## src/rtl/cnn_layer_accel_awe_result_collector.sv

```systemverilog
// AWE result collector: the receive end of the AWE DSP cascade.
// It sums a configurable number of partial sums into each output pixel, then
// shifts and saturates the sum. Results go into a first-word-fall-through FIFO
// and leave over a valid/ready handshake. The DSP chain cannot be held off, so
// stall_req is raised when the FIFO gets close to full.
// Optional build macro: CNN_LAYER_ACCEL_RESULT_RELU_EN adds a relu_en input,
// latched on new_map, that clamps negative shifted values to zero.
module cnn_layer_accel_awe_result_collector #(
    parameter int C_P_OUTPUT_WIDTH = 48,
    parameter int C_ACCUM_WIDTH    = 56,
    parameter int C_RESULT_WIDTH   = 16,
    parameter int C_FIFO_DEPTH     = 16,
    parameter int C_AFULL_THRESH   = 12
) (
    input  logic                        clk,
    input  logic                        rst,
    input  logic                        new_map,
    input  logic [7:0]                  num_partials,
    input  logic [15:0]                 num_outputs,
    input  logic [5:0]                  frac_shift,
`ifdef CNN_LAYER_ACCEL_RESULT_RELU_EN
    input  logic                        relu_en,
`endif
    input  logic                        dataout_valid,
    input  logic [C_P_OUTPUT_WIDTH-1:0] dataout_p,
    input  logic                        dataout_c,
    output logic                        result_valid,
    input  logic                        result_ready,
    output logic [C_RESULT_WIDTH-1:0]   result_data,
    output logic                        stall_req,
    output logic                        map_done,
    output logic                        busy,
    output logic [2:0]                  err_flags
);

    localparam int AW = $clog2(C_FIFO_DEPTH);
    localparam int ACC = C_ACCUM_WIDTH;
    localparam int RW  = C_RESULT_WIDTH;

    typedef logic [AW:0] occ_t;
    localparam occ_t FIFO_FULL = occ_t'(C_FIFO_DEPTH);
    localparam occ_t AFULL_LVL = occ_t'(C_AFULL_THRESH);

    localparam logic signed [ACC-1:0] SAT_MAX = {{(ACC-RW+1){1'b0}}, {(RW-1){1'b1}}};
    localparam logic signed [ACC-1:0] SAT_MIN = {{(ACC-RW+1){1'b1}}, {(RW-1){1'b0}}};

    typedef enum logic [1:0] {
        ST_IDLE  = 2'd0,
        ST_ACCUM = 2'd1,
        ST_DONE  = 2'd2
    } state_t;

    state_t state_q, state_d;

    // Configuration latched on new_map
    logic [7:0]  num_partials_q, num_partials_d;
    logic [15:0] num_outputs_q,  num_outputs_d;
    logic [5:0]  frac_shift_q,   frac_shift_d;
    logic        relu_q,         relu_d;

    // Accumulation stage
    logic signed [ACC-1:0] acc_q, acc_d;
    logic [7:0]            part_cnt_q, part_cnt_d;
    logic                  close_q, close_d;

    // Shift / saturate stage
    logic signed [ACC-1:0] shifted_w;
    logic [RW-1:0]         sat_data_q, sat_data_d;
    logic                  sat_valid_q, sat_valid_d;
    logic [15:0]           out_cnt_q, out_cnt_d;

    // FIFO
    logic [RW-1:0] fifo_mem [C_FIFO_DEPTH];
    logic [AW-1:0] wr_ptr_q, rd_ptr_q;
    occ_t          occ_q, occ_d;
    logic          push, push_ok, pop, fifo_full, last_push;

    logic          stall_q;
    logic [2:0]    err_q, err_d;

    logic signed [ACC-1:0] p_ext;

    assign p_ext = {{(ACC-C_P_OUTPUT_WIDTH){dataout_p[C_P_OUTPUT_WIDTH-1]}}, dataout_p};

    // A result in the saturate stage that is overtaken by new_map belongs to the
    // abandoned map and is discarded along with the partial group.
    assign push      = sat_valid_q && !new_map;
    assign pop       = result_valid && result_ready;
    assign fifo_full = (occ_q == FIFO_FULL);
    assign push_ok   = push && (!fifo_full || pop);
    assign last_push = push && (({1'b0, out_cnt_q} + 17'd1) == {1'b0, num_outputs_q});

    // State register
    always_ff @(posedge clk) begin
        if (rst) begin
            state_q <= ST_IDLE;
        end else begin
            state_q <= state_d;
        end
    end

    // Next-state logic; new_map always (re)starts a map
    always_comb begin
        state_d = state_q;
        case (state_q)
            ST_IDLE: begin
                if (new_map) state_d = ST_ACCUM;
            end
            ST_ACCUM: begin
                if (new_map)
                    state_d = ST_ACCUM;
                else if (num_outputs_q == 16'd0 || last_push)
                    state_d = ST_DONE;
            end
            ST_DONE: begin
                state_d = new_map ? ST_ACCUM : ST_IDLE;
            end
            default: state_d = ST_IDLE;
        endcase
    end

    // FSM outputs
    always_comb begin
        map_done = (state_q == ST_DONE);
        busy     = (state_q != ST_IDLE);
    end

    // Configuration latch and partial-sum accumulation
    always_comb begin
        num_partials_d = num_partials_q;
        num_outputs_d  = num_outputs_q;
        frac_shift_d   = frac_shift_q;
        relu_d         = relu_q;
        acc_d          = acc_q;
        part_cnt_d     = part_cnt_q;
        close_d        = 1'b0;
        if (new_map) begin
            num_partials_d = (num_partials == 8'd0) ? 8'd1 : num_partials;
            num_outputs_d  = num_outputs;
            frac_shift_d   = frac_shift;
`ifdef CNN_LAYER_ACCEL_RESULT_RELU_EN
            relu_d         = relu_en;
`else
            relu_d         = 1'b0;
`endif
            part_cnt_d     = 8'd0;
        end else if (state_q == ST_ACCUM && dataout_valid) begin
            // First partial of a group loads, so no explicit clear is needed
            acc_d = (part_cnt_q == 8'd0) ? p_ext : acc_q + p_ext;
            if (part_cnt_q == num_partials_q - 8'd1) begin
                part_cnt_d = 8'd0;
                close_d    = 1'b1;
            end else begin
                part_cnt_d = part_cnt_q + 8'd1;
            end
        end
    end

    // Accumulator and configuration registers
    always_ff @(posedge clk) begin
        if (rst) begin
            num_partials_q <= 8'd1;
            num_outputs_q  <= '0;
            frac_shift_q   <= '0;
            relu_q         <= 1'b0;
            acc_q          <= '0;
            part_cnt_q     <= '0;
            close_q        <= 1'b0;
        end else begin
            num_partials_q <= num_partials_d;
            num_outputs_q  <= num_outputs_d;
            frac_shift_q   <= frac_shift_d;
            relu_q         <= relu_d;
            acc_q          <= acc_d;
            part_cnt_q     <= part_cnt_d;
            close_q        <= close_d;
        end
    end

    // Arithmetic shift (floor), optional ReLU clamp, then saturation
    always_comb begin
        shifted_w = acc_q >>> frac_shift_q;
        if (relu_q && shifted_w[ACC-1])
            shifted_w = '0;
        if (shifted_w > SAT_MAX)
            sat_data_d = SAT_MAX[RW-1:0];
        else if (shifted_w < SAT_MIN)
            sat_data_d = SAT_MIN[RW-1:0];
        else
            sat_data_d = shifted_w[RW-1:0];
        sat_valid_d = close_q && !new_map;
        if (new_map)
            out_cnt_d = 16'd0;
        else if (push)
            out_cnt_d = out_cnt_q + 16'd1;
        else
            out_cnt_d = out_cnt_q;
    end

    // Saturate-stage pipeline registers and output counter
    always_ff @(posedge clk) begin
        if (rst) begin
            sat_data_q  <= '0;
            sat_valid_q <= 1'b0;
            out_cnt_q   <= '0;
        end else begin
            sat_data_q  <= sat_data_d;
            sat_valid_q <= sat_valid_d;
            out_cnt_q   <= out_cnt_d;
        end
    end

    // FIFO storage; a dropped push never writes, so the head stays intact
    always_ff @(posedge clk) begin
        if (push_ok)
            fifo_mem[wr_ptr_q] <= sat_data_q;
    end

    // Occupancy next state
    always_comb begin
        occ_d = occ_q;
        if (push_ok && !pop)
            occ_d = occ_q + occ_t'(1);
        else if (!push_ok && pop)
            occ_d = occ_q - occ_t'(1);
    end

    // FIFO pointers and occupancy
    always_ff @(posedge clk) begin
        if (rst) begin
            wr_ptr_q <= '0;
            rd_ptr_q <= '0;
            occ_q    <= '0;
        end else begin
            if (push_ok) wr_ptr_q <= wr_ptr_q + AW'(1);
            if (pop)     rd_ptr_q <= rd_ptr_q + AW'(1);
            occ_q <= occ_d;
        end
    end

    // Sticky error flags
    always_comb begin
        err_d = err_q;
        if (push && fifo_full && !pop)           err_d[0] = 1'b1;
        if (dataout_valid && dataout_c)          err_d[1] = 1'b1;
        if (dataout_valid && state_q == ST_IDLE) err_d[2] = 1'b1;
    end

    // Error and stall registers; stall follows last cycle's occupancy
    always_ff @(posedge clk) begin
        if (rst) begin
            err_q   <= '0;
            stall_q <= 1'b0;
        end else begin
            err_q   <= err_d;
            stall_q <= (occ_q >= AFULL_LVL);
        end
    end

    // Output drive; data is forced to zero while the FIFO is empty
    always_comb begin
        result_valid = (occ_q != '0);
        result_data  = result_valid ? fifo_mem[rd_ptr_q] : '0;
        stall_req    = stall_q;
        err_flags    = err_q;
    end

endmodule

```

## config.mk

```make
export PLATFORM = sky130hd
export DESIGN_NAME = cnn_layer_accel_awe_result_collector
export DESIGN_NICKNAME = d
export VERILOG_FILES = /design/src/rtl/cnn_layer_accel_awe_result_collector.sv
export SDC_FILE = /design/constraint.sdc
export NUM_CORES = 1
export LEC_CHECK = 0
export ABC_AREA = 1
export CORE_MARGIN = 2
export CORE_UTILIZATION = 50
export DETAILED_ROUTE_END_ITERATION = 8
export PLACE_DENSITY = 0.74
export SYNTH_ARGS = -nofsm -noshare
export SYNTH_HDL_FRONTEND = slang
export SYNTH_SLANG_ARGS = --single-unit
```

## constraint.sdc

```tcl
create_clock -name clk -period 2.9 [get_ports clk]
set_input_delay 0.725 -clock clk [delete_from_list [all_inputs] [get_ports clk]]
set_output_delay 0.725 -clock clk [all_outputs]
set_load 0.02 [all_outputs]
```

Word level (Yosys, flattened, before mapping)
Memories as Yosys holds them, arrays and structs flattened. A register that Yosys moved wholly into a read port is not among the register bits.
Index checks and enable logic that the tools add are counted.
W data, S select, Z words.

word-level totals
  register bits = 147
  latch bits = 0
  RAM bits = 256
  bits in read-only memories = 0
  input port bits = 84
  output and inout port bits = 23
  word-level logic and storage cells = 89
  memories kept = 1

cells by class
  add/sub/neg operators = 9
  multiply operators = 0
  divide/modulo/power cells = 0
  magnitude comparators = 3
  equality and inequality tests = 7
  shift-type cells = 1
  multiplexer cells = 18
  bitwise gates (word level) = 2
  reductions and logical operators = 30

memories
  name      depth  bits a word  rd ports  clocked after Yosys merged registers in  write ports  RTL line  RTL
  fifo_mem  16     16           1         1                                        1            73        logic [RW-1:0] fifo_mem [C_FIFO_DEPTH];

operator list
  operator                 count
  $add A56 B48 Y56         1
  $gt A56 B16 Y1 const B   1
  $lt A56 B16 Y1 const B   1
  $mux W56                 1
  $sshr A56 B6 Y56         1
  $mux W16                 2
  $add A16 B1 Y17 const B  1
  $eq A17 B16 Y1           1
  $add A16 B1 Y16 const B  1
  $logic_not A16 Y1        1
  $logic_not A8 Y1         2
  $mux W8                  2
  $mux W15                 1
  $logic_and A1 B1 Y1      12
  $mux W5                  2
  $add A4 B1 Y4 const B    2
  $add A8 B1 Y8 const B    1
  $eq A8 B8 Y1             1
  $mux W4                  2
  $sub A8 B1 Y8 const B    1
  $mux W2                  3
  $pmux W2 S3              1
  $add A5 B1 Y5 const B    1
  $eq A5 B5 Y1 const B     1
  16 further kinds         27

Longest topological paths before layout
Gate-level depths: netlist of run 1.

  depth after elaboration = 8
  mapped depth = 22
  depth with buffers taken out = 20

Worst setup path before layout of run 1
OpenSTA, ideal clock, no wires.

  kind = input to register
  start = input new_map
  end = register occ_q[4]
  data arrival time = 2.733 ns
  required time = 2.781 ns
  slack = 0.048 ns
  cell stages on the path = 13
  buffers on the path = 0
  cells stage by stage = nor2_1 -> inv_1 -> nor2_1 -> ha_1 -> inv_1 -> fa_1 -> a21o_1 -> a21oi_1 -> nor2_1 -> nor2_1 -> nand2_1 -> o21ai_0 -> a21oi_1

on the way
  word-level cells in the longest chain between the ends = 6
  elaborated cells on any way between the ends = 8
  those cells by class = mux (1); reduce/logical (7)

RTL lines
  item                                 RTL line  RTL
  from (decl)                          17        input logic new_map,
  $logic_not A1 Y1 *                   87        assign push = sat_valid_q && !new_map;
  $logic_and A1 B1 Y1 *                87
  $logic_and A1 B1 Y1 *                90        assign push_ok = push && (!fifo_full || pop);
  net push_ok                          76        logic push, push_ok, pop, fifo_full, last_push;
  $logic_not A1 Y1                     224       else if (!push_ok && pop)
  $logic_and A1 B1 Y1                  224
  $reduce_bool A2 Y1 (no source line)  --
  to (signal assigned)                 233       occ_q <= '0;
  to (signal assigned)                 237       occ_q <= occ_d;
  to (decl)                            75        occ_t occ_q, occ_d;

Mark *: on every way through the listed nets, which the timed path passes. The rest lies on a longest branch.
A chain may end at the register's enable or synchronous reset.

==> results.md, run 1 <==
* Syn. warnings at 0
* Sequential share of the synthesized area at 45.5%
* Crit end category: output pin
* Hold Path Class: in2reg
* Fin Setup TNS at -1.14 ns
* Port Buffers at 106
* RSZ-0062 raised after global routing: true
* Worst-path clk slew at 0.06 ns
* Sink Count at 407
* Post-DP HPWL at 52,700 um
* Kind of critical path: reg2out
* Root Buffer: clkbuf_16
* Die area at 48,900 sq um
* Cell area after synthesis at 23,600 sq um
* Buffers and inverters on the worst path at 4
* # DRC at 0
* H-tree depth at 2
* Pwr dens at 618 nW/um^2
* Final Cycle Share at 105%
* Slowest cell on crit path: dfxtp_4
* CTS Buf Count at 44
* Initial Utilization at 50.6%
* Clock buffer depth at 3
* Post-synthesis compound-gate area fraction at 17.1%
* Max Transition Viols Final at 0
* Crit path max-delay family: buffers and inverters
* I/O pin cnt at 107
* Synth Register Bits at 407
* DIE HEIGHT at 221 um
* Post-DRT Antenna Nets at 0
* First-pass GRT wire length at 119,000 um
* Row count at 79
* Clk pwr share at 32.9%
* Leakage at 12.0 nW
* Worst path arrival time at 2.32 ns
* Critical Path Start Type: flop
* Drt wl/cell at 19.2 um
* Vias at 23,200
* Tightest Pin Transition at 0.763 ns
* Vias per cell at 5.84
* Synth unique cells at 47
* Layout Skew at 0.0354 ns
* Post-layout minimum cycle time at 3.05 ns
* GR Util All Layers at 30.1%
* Cells after Synth at 3,016
* Setup slack at placement at -0.696 ns
* Vias in the first global route at 22,500
* Post-synth EDFFs at 256
* CP peak stage delay at 0.42 ns
* Largest family of logic cells by synthesized area: simple AND/OR/NAND/NOR gates
* Grt ovf at 0
* Placeable core area at 46,600 sq um
* Sw Pwr at 6.02 mW
* Wirelength, routed at 76,500 um
* Commonest non-fill, non-tap cell in the layout: nand2_1
* Most used DFF post-synth: edfxtp_1
* CP required at 2.17 ns
* Die Wd at 221 um
* Final core occ at 63.9%
* Initial antenna violation count at 0
* Largest net degree at the start of global routing at 61
* Placed instance count at 3,873
* # setup viols final at 16
* Reg power frac at 35.6%
* Hold slack at 0.396 ns
* Post-route setup slack at -0.147 ns
* Fillers at 3,786
* DRT iter0 DRCs at 2,254
* Syn Nets at 3,170
* F_max at 0.328 GHz
* GPL Wtd Cong at 1.02
* Synth Area in XOR/XNOR at 2.45%
* Worst-Skew Late Latency at 0.60 ns
* Mux cell area share after synthesis at 0.255%
* Most frequent cells in the layout: nand2_1, nor2_1, nand3_1, buf_4, o21ai_0
* Post-synthesis async set-or-reset flop share at 0%
* Avg Cell Area, Syn at 7.81 sq um
* Internal at 12.4 mW
* Area Growth Syn to Fin at 26.2%
* Final hold vios at 0
* Critical path cell sequence: buf_12, buf_16, buf_8, o21ai_0, o221ai_1, nand3_1, a21oi_2, buf_4
* VDD IR-drop max at 0.616 mV
* Drt first pass iters at 6
* Max Fanout on Critical Path at 10
* CTS tree: yes
* FF/Latch Area at 10,700 sq um
* Status: finished with violations
* Final net count at 3,495
* Switch share at 32.7%
* Synth Area in Simple Gates at 24.9%
* Footprint of the multi-input gates at 11,700 sq um
* Layout Cells excl Fill at 3,983
* Gate power share at 31.5%
* Adder-cell share of the synthesized area at 3.78%
* Failing checks: negative setup slack
* Antenna fix cells at 0
* Layout cells sized above 1 at 14.9%
* Max-cap violation count at 0
* Slew headroom at 49.1%
==> cell type report <==
| type | instances | area share (%) |
|---|---|---|
| Inverter | 208 | 2.72 |
| Multi-Input combinational cell | 2247 | 39.2 |
| Clock inverter | 23 | 1.17 |
| Tap cell | 607 | 2.55 |
| Clock buffer | 58 | 4.05 |
| Timing Repair inverter | 1 | 0.0547 |
| Timing Repair Buffer | 432 | 14.1 |
| Sequential cell | 407 | 36.1 |
==> synth_stat cells, types with 2 or more instances <==
cell type | instances | area [sq um]
xor2_1 | 46 | 403
a22o_1 | 10 | 87.6
and3_1 | 2 | 12.5
nor3_1 | 15 | 75.1
o31ai_1 | 2 | 15.0
clkinv_1 | 5 | 18.8
ha_1 | 68 | 851
dfxtp_1 | 151 | 3020
buf_6 | 2 | 22.5
o21a_1 | 3 | 22.5
fa_1 | 2 | 40.0
a221oi_1 | 10 | 87.6
buf_4 | 5 | 37.5
nand3_1 | 330 | 1650
clkbuf_1 | 113 | 424
a21boi_0 | 5 | 37.5
o221ai_1 | 47 | 412
nand2_2 | 2 | 12.5
nor4_1 | 13 | 81.3
or2_2 | 15 | 93.8
edfxtp_1 | 256 | 7690
a21oi_1 | 197 | 986
nor2_1 | 405 | 1520
buf_1 | 17 | 63.8
o21ai_1 | 8 | 40.0
a21oi_2 | 10 | 87.6
mux2i_1 | 6 | 60.1
xnor2_1 | 20 | 175
o22ai_1 | 23 | 144
and2_1 | 7 | 43.8
inv_2 | 3 | 11.3
a22oi_1 | 3 | 22.5
nand4_1 | 24 | 150
a21o_1 | 11 | 82.6
inv_1 | 200 | 751
nand3b_1 | 6 | 45.0
o21ai_0 | 321 | 1610
o21bai_1 | 7 | 52.6
a31oi_1 | 17 | 106
buf_2 | 17 | 85.1
nand2_1 | 577 | 2170
o211ai_1 | 30 | 225
==> logic make-up after synthesis <==
kind of cell,after synthesis
AND/OR/NAND/NOR,1398
AO/OA/AOI/OAI,707
flip-flops,407
buffers and inverters,362
adder cells (fa/ha/maj),70
XOR/XNOR,66
multiplexers,6
==> worst paths after layout <==
path | cells past startpoint | end | slack [ns] | startpoint
setup / recovery | 8 | result_data[1] | -0.15 | flop
hold / removal | 2 | state_q[0] | 0.40 | rst
setup reg to reg | 14 | occ_q[4] | 0.17 | occ_q[0]
hold reg to reg | 2 | sat_valid_q | 0.42 | close_q
==> metal layers <==
metal	vias to the layer above	global-route usage, %	share of wire [%]
met4	0	10.5	3.2
met5	-	0	0
met3	153	3.97	7.1
met2	1002	51.7	48
li1	11100	-	-
met1	10900	39.1	42
==> power groups by stage <==
stage / Clock, mW / Sequential [mW] / Combinational [mW]
after floorplan: 0 / 6.55 / 2.78
after global placement: 0 / 6.63 / 4.56
after detailed placement: 0 / 6.65 / 4.69
after CTS: 6.08 / 6.53 / 5.31
after global routing: 6.34 / 6.56 / 6.20
final: 6.04 / 6.54 / 5.79
==> metrics by stage <==
stage          power (mW)  cell area, sq um
2_1_floorplan        9.33             23600
3_3_place_gp         11.2             27300
3_5_place_dp         11.3             27300
4_1_cts              17.9             29300
5_1_grt              19.1             29700
6_report             18.4             29700
==> sequential cells by signal (all words and copies together) (netlist names), named ones only <==
signal          flops
fifo_mem          256
acc_q              56
part_cnt_q          8
num_partials_q      8
frac_shift_q        6
sat_data_q         16
out_cnt_q          16
sat_valid_q         1
close_q             1
num_outputs_q      16
rd_ptr_q            4
occ_q               5
wr_ptr_q            4
state_q             2
err_flags           3
stall_req           1
==> timing repair <==
item                       CTS  global route
buffers inserted            10             6
pin swaps                   24            35
setup endpoints to repair   23            65
hold buffers                 0             0
resized for setup          131            90
cloned                       8             5
Note: power is estimated with default switching activity, not from simulation.
==> run 2, diff against run 1 <==
--- a/config.mk
+++ b/config.mk
@@ -6,10 +6,12 @@
 export NUM_CORES = 1
 export LEC_CHECK = 0
 export ABC_AREA = 1
+export ABC_CLOCK_PERIOD_IN_PS = 2900
 export CORE_MARGIN = 2
 export CORE_UTILIZATION = 50
 export DETAILED_ROUTE_END_ITERATION = 8
 export PLACE_DENSITY = 0.74
+export SKIP_CTS_REPAIR_TIMING = 1
 export SYNTH_ARGS = -nofsm -noshare
 export SYNTH_HDL_FRONTEND = slang
 export SYNTH_SLANG_ARGS = --single-unit
==> results.md, run 2 (synthesis gave the netlist of run 1 again) <==
* DRT iter0 DRCs at 2,223 (-1.4%)
* Die Wd at 221 um (unchanged)
* Worst-Skew Late Latency at 0.60 ns (about the same)
* Largest net degree at the start of global routing at 61 (unchanged)
* Max Transition Viols Final at 0 (unchanged)
* Max Fanout on Critical Path at 22 (+12)
* RSZ-0062 raised after global routing: true
* Grt met2 use at 49.6% (-2.1 points)
* Worst-case reg-to-reg path depth at 14 (unchanged)
* Post-DP HPWL at 52,700 um (unchanged)
* Clk pwr share at 33.7% (+0.8 points)
* Vias per cell at 5.78 (-0.91%)
* GR Util All Layers at 29.1% (-1.0 points)
* CP required at 2.17 ns (about the same)
* Wirelength, routed at 74,800 um (-2.2%)
* Die area at 48,900 sq um (unchanged)
* Slowest cell on crit path: dfxtp_4
* Initial antenna violation count at 0 (unchanged)
* Most flops, register: fifo_mem
* Grt ovf at 0 (unchanged)
* CTS tree: yes
* Port Buffers at 106 (unchanged)
* Reg power frac at 36.9% (+1.3 points)
* # setup viols final at 16 (unchanged)
* Post-layout minimum cycle time at 3.07 ns (+0.0202 ns)
* Placed instance count at 3,873 (unchanged)
* Clock buffer depth at 3 (unchanged)
* CP peak stage delay at 0.53 ns (+0.11 ns)
* Gate power share at 29.4% (-2.1 points)
* Layout cells sized above 1 at 14.2% (-0.71 points)
* Commonest non-fill, non-tap cell in the layout: nand2_1
* Failing checks: negative setup slack
* Hold Path Class: in2reg
* Max-cap violation count at 0 (unchanged)
* Internal at 12.0 mW (-3.0%)
* Area Growth Syn to Fin at 24.6%
* Pwr dens at 606 nW/um^2 (-1.9%)
* Leakage at 11.8 nW (-1.5%)
* Worst path arrival time at 2.34 ns (+0.02 ns)
* Sink Count at 407 (unchanged)
* Largest register FFs at 256 (unchanged)
* Root Buffer: clkbuf_16
* Most Crowded Layer GR: met2
* Post-route setup slack at -0.168 ns (-0.0202 ns)
* First-pass GRT wire length at 115,000 um (-2.8%)
* Crit path max-delay family: compound AO/OA/AOI/OAI gates
* Placeable core area at 46,600 sq um (unchanged)
* Tightest Pin Transition at 0.774 ns (+0.0111 ns)
* Antenna fix cells at 0 (unchanged)
* Buffers and inverters on the worst path at 3 (-1)
* Critical Path Start Type: flop
* Status: finished with violations
* Row count at 79 (unchanged)
* Vias in the first global route at 22,100 (-1.7%)
* Switch share at 32.6% (-0.12 points)
* Final Cycle Share at 106% (+0.70 points)
* Most frequent cells in the layout: nand2_1, nor2_1, nand3_1, o21ai_0, buf_4
* Crit end category: output pin
* I/O pin cnt at 107 (unchanged)
* CTS Buf Count at 44 (unchanged)
* Layout Cells excl Fill at 3,969 (-0.35%)
* Final net count at 3,481 (-0.40%)
* Vias at 23,000 (-1.3%)
* Drt wl/cell at 18.8 um (-1.8%)
* Worst-path clk slew at 0.06 ns (about the same)
* Final hold vios at 0 (unchanged)
* DIE HEIGHT at 221 um (unchanged)
* F_max at 0.326 GHz (-0.66%)
* Layout Skew at 0.0298 ns (-0.00560 ns)
* # DRC at 0 (unchanged)
* Slew headroom at 48.3% (-0.79 points)
* Initial Utilization at 50.6% (unchanged)
* Hold Crit Depth at 2 (unchanged)
* VDD IR-drop max at 0.618 mV (+0.42%)
* Worst path depth at 7 (-1)
* Kind of critical path: reg2out
* Sw Pwr at 5.80 mW (-3.5%)
* Met3 Use GR at 3.49% (-0.48 points)
* Post-DRT Antenna Nets at 0 (unchanged)
* H-tree depth at 2 (unchanged)
* Critical path cell sequence: clkinv_8, buf_12, o21ai_0, o221ai_2, nand3_1, a21oi_2, buf_4
* Routing usage on met1 at 38.4% (-0.71 points)
* Power Total at 17.8 mW (-3.2%)
* GPL Wtd Cong at 1.02 (unchanged)
* Drt first pass iters at 5 (-1)
* Largest regs: fifo_mem (256), acc_q (56)
-- run 2: worst paths after layout --
path | from | slack, ns | to
min reg2reg | close_q | 0.42 | sat_valid_q
max reg2reg | occ_q[0] | 0.20 | occ_q[4]
min | rst | 0.40 | state_q[0]
max | flop | -0.17 | result_data[7]
-- run 2: cell type report --
type                    instances  area (sq um)
well taps                     607           759
flip-flops and latches        407         10700
clock inverters                23           348
fillers                      3862         17200
inverters                     208           800
multi-input cells            2247         11600
repair buffers                419          3900
clock buffers                  58          1200
-- run 2: routing by layer --
layer / wire (um) / up-vias
li1: - / 11100
met1: 31500 / 10800
met2: 36000 / 902
met3: 5130 / 124
met4: 2150 / 0
met5: 0 / -
-- run 2: worst reg2reg max path, delay by kind of cell, from the launching register on --
family | cells | cell delay (ns)
compound gates | 4 | 0.54
simple gates | 6 | 0.88
flops | 1 | 0.35
buf+inv | 2 | 0.27
fa+ha+maj | 2 | 0.54
-- run 2: power by group through the flow --
stage / Sequential (mW) / Combinational [mW] / Clock (mW)
global route: 6.58 / 5.65 / 6.33
detailed placement: 6.65 / 4.69 / 0
CTS: 6.52 / 4.74 / 6.08
global placement: 6.63 / 4.56 / 0
floorplan: 6.55 / 2.78 / 0
finish: 6.57 / 5.23 / 5.99
-- run 2: stage by stage --
step	area [sq um]	hold slack [ns]	TNS, ns	util, %	setup slack (ns)
4_1_cts	28900	0.370	-9.40	62.1	-0.713
2_1_floorplan	23600	0.394	0	-	0.0480
3_3_place_gp	27300	0.406	-26.05	58.7	-0.606
6_report	29300	0.398	-1.78	63.0	-0.168
5_1_grt	29300	0.397	-3.20	63.0	-0.228
3_5_place_dp	27300	0.412	-32.00	58.7	-0.696
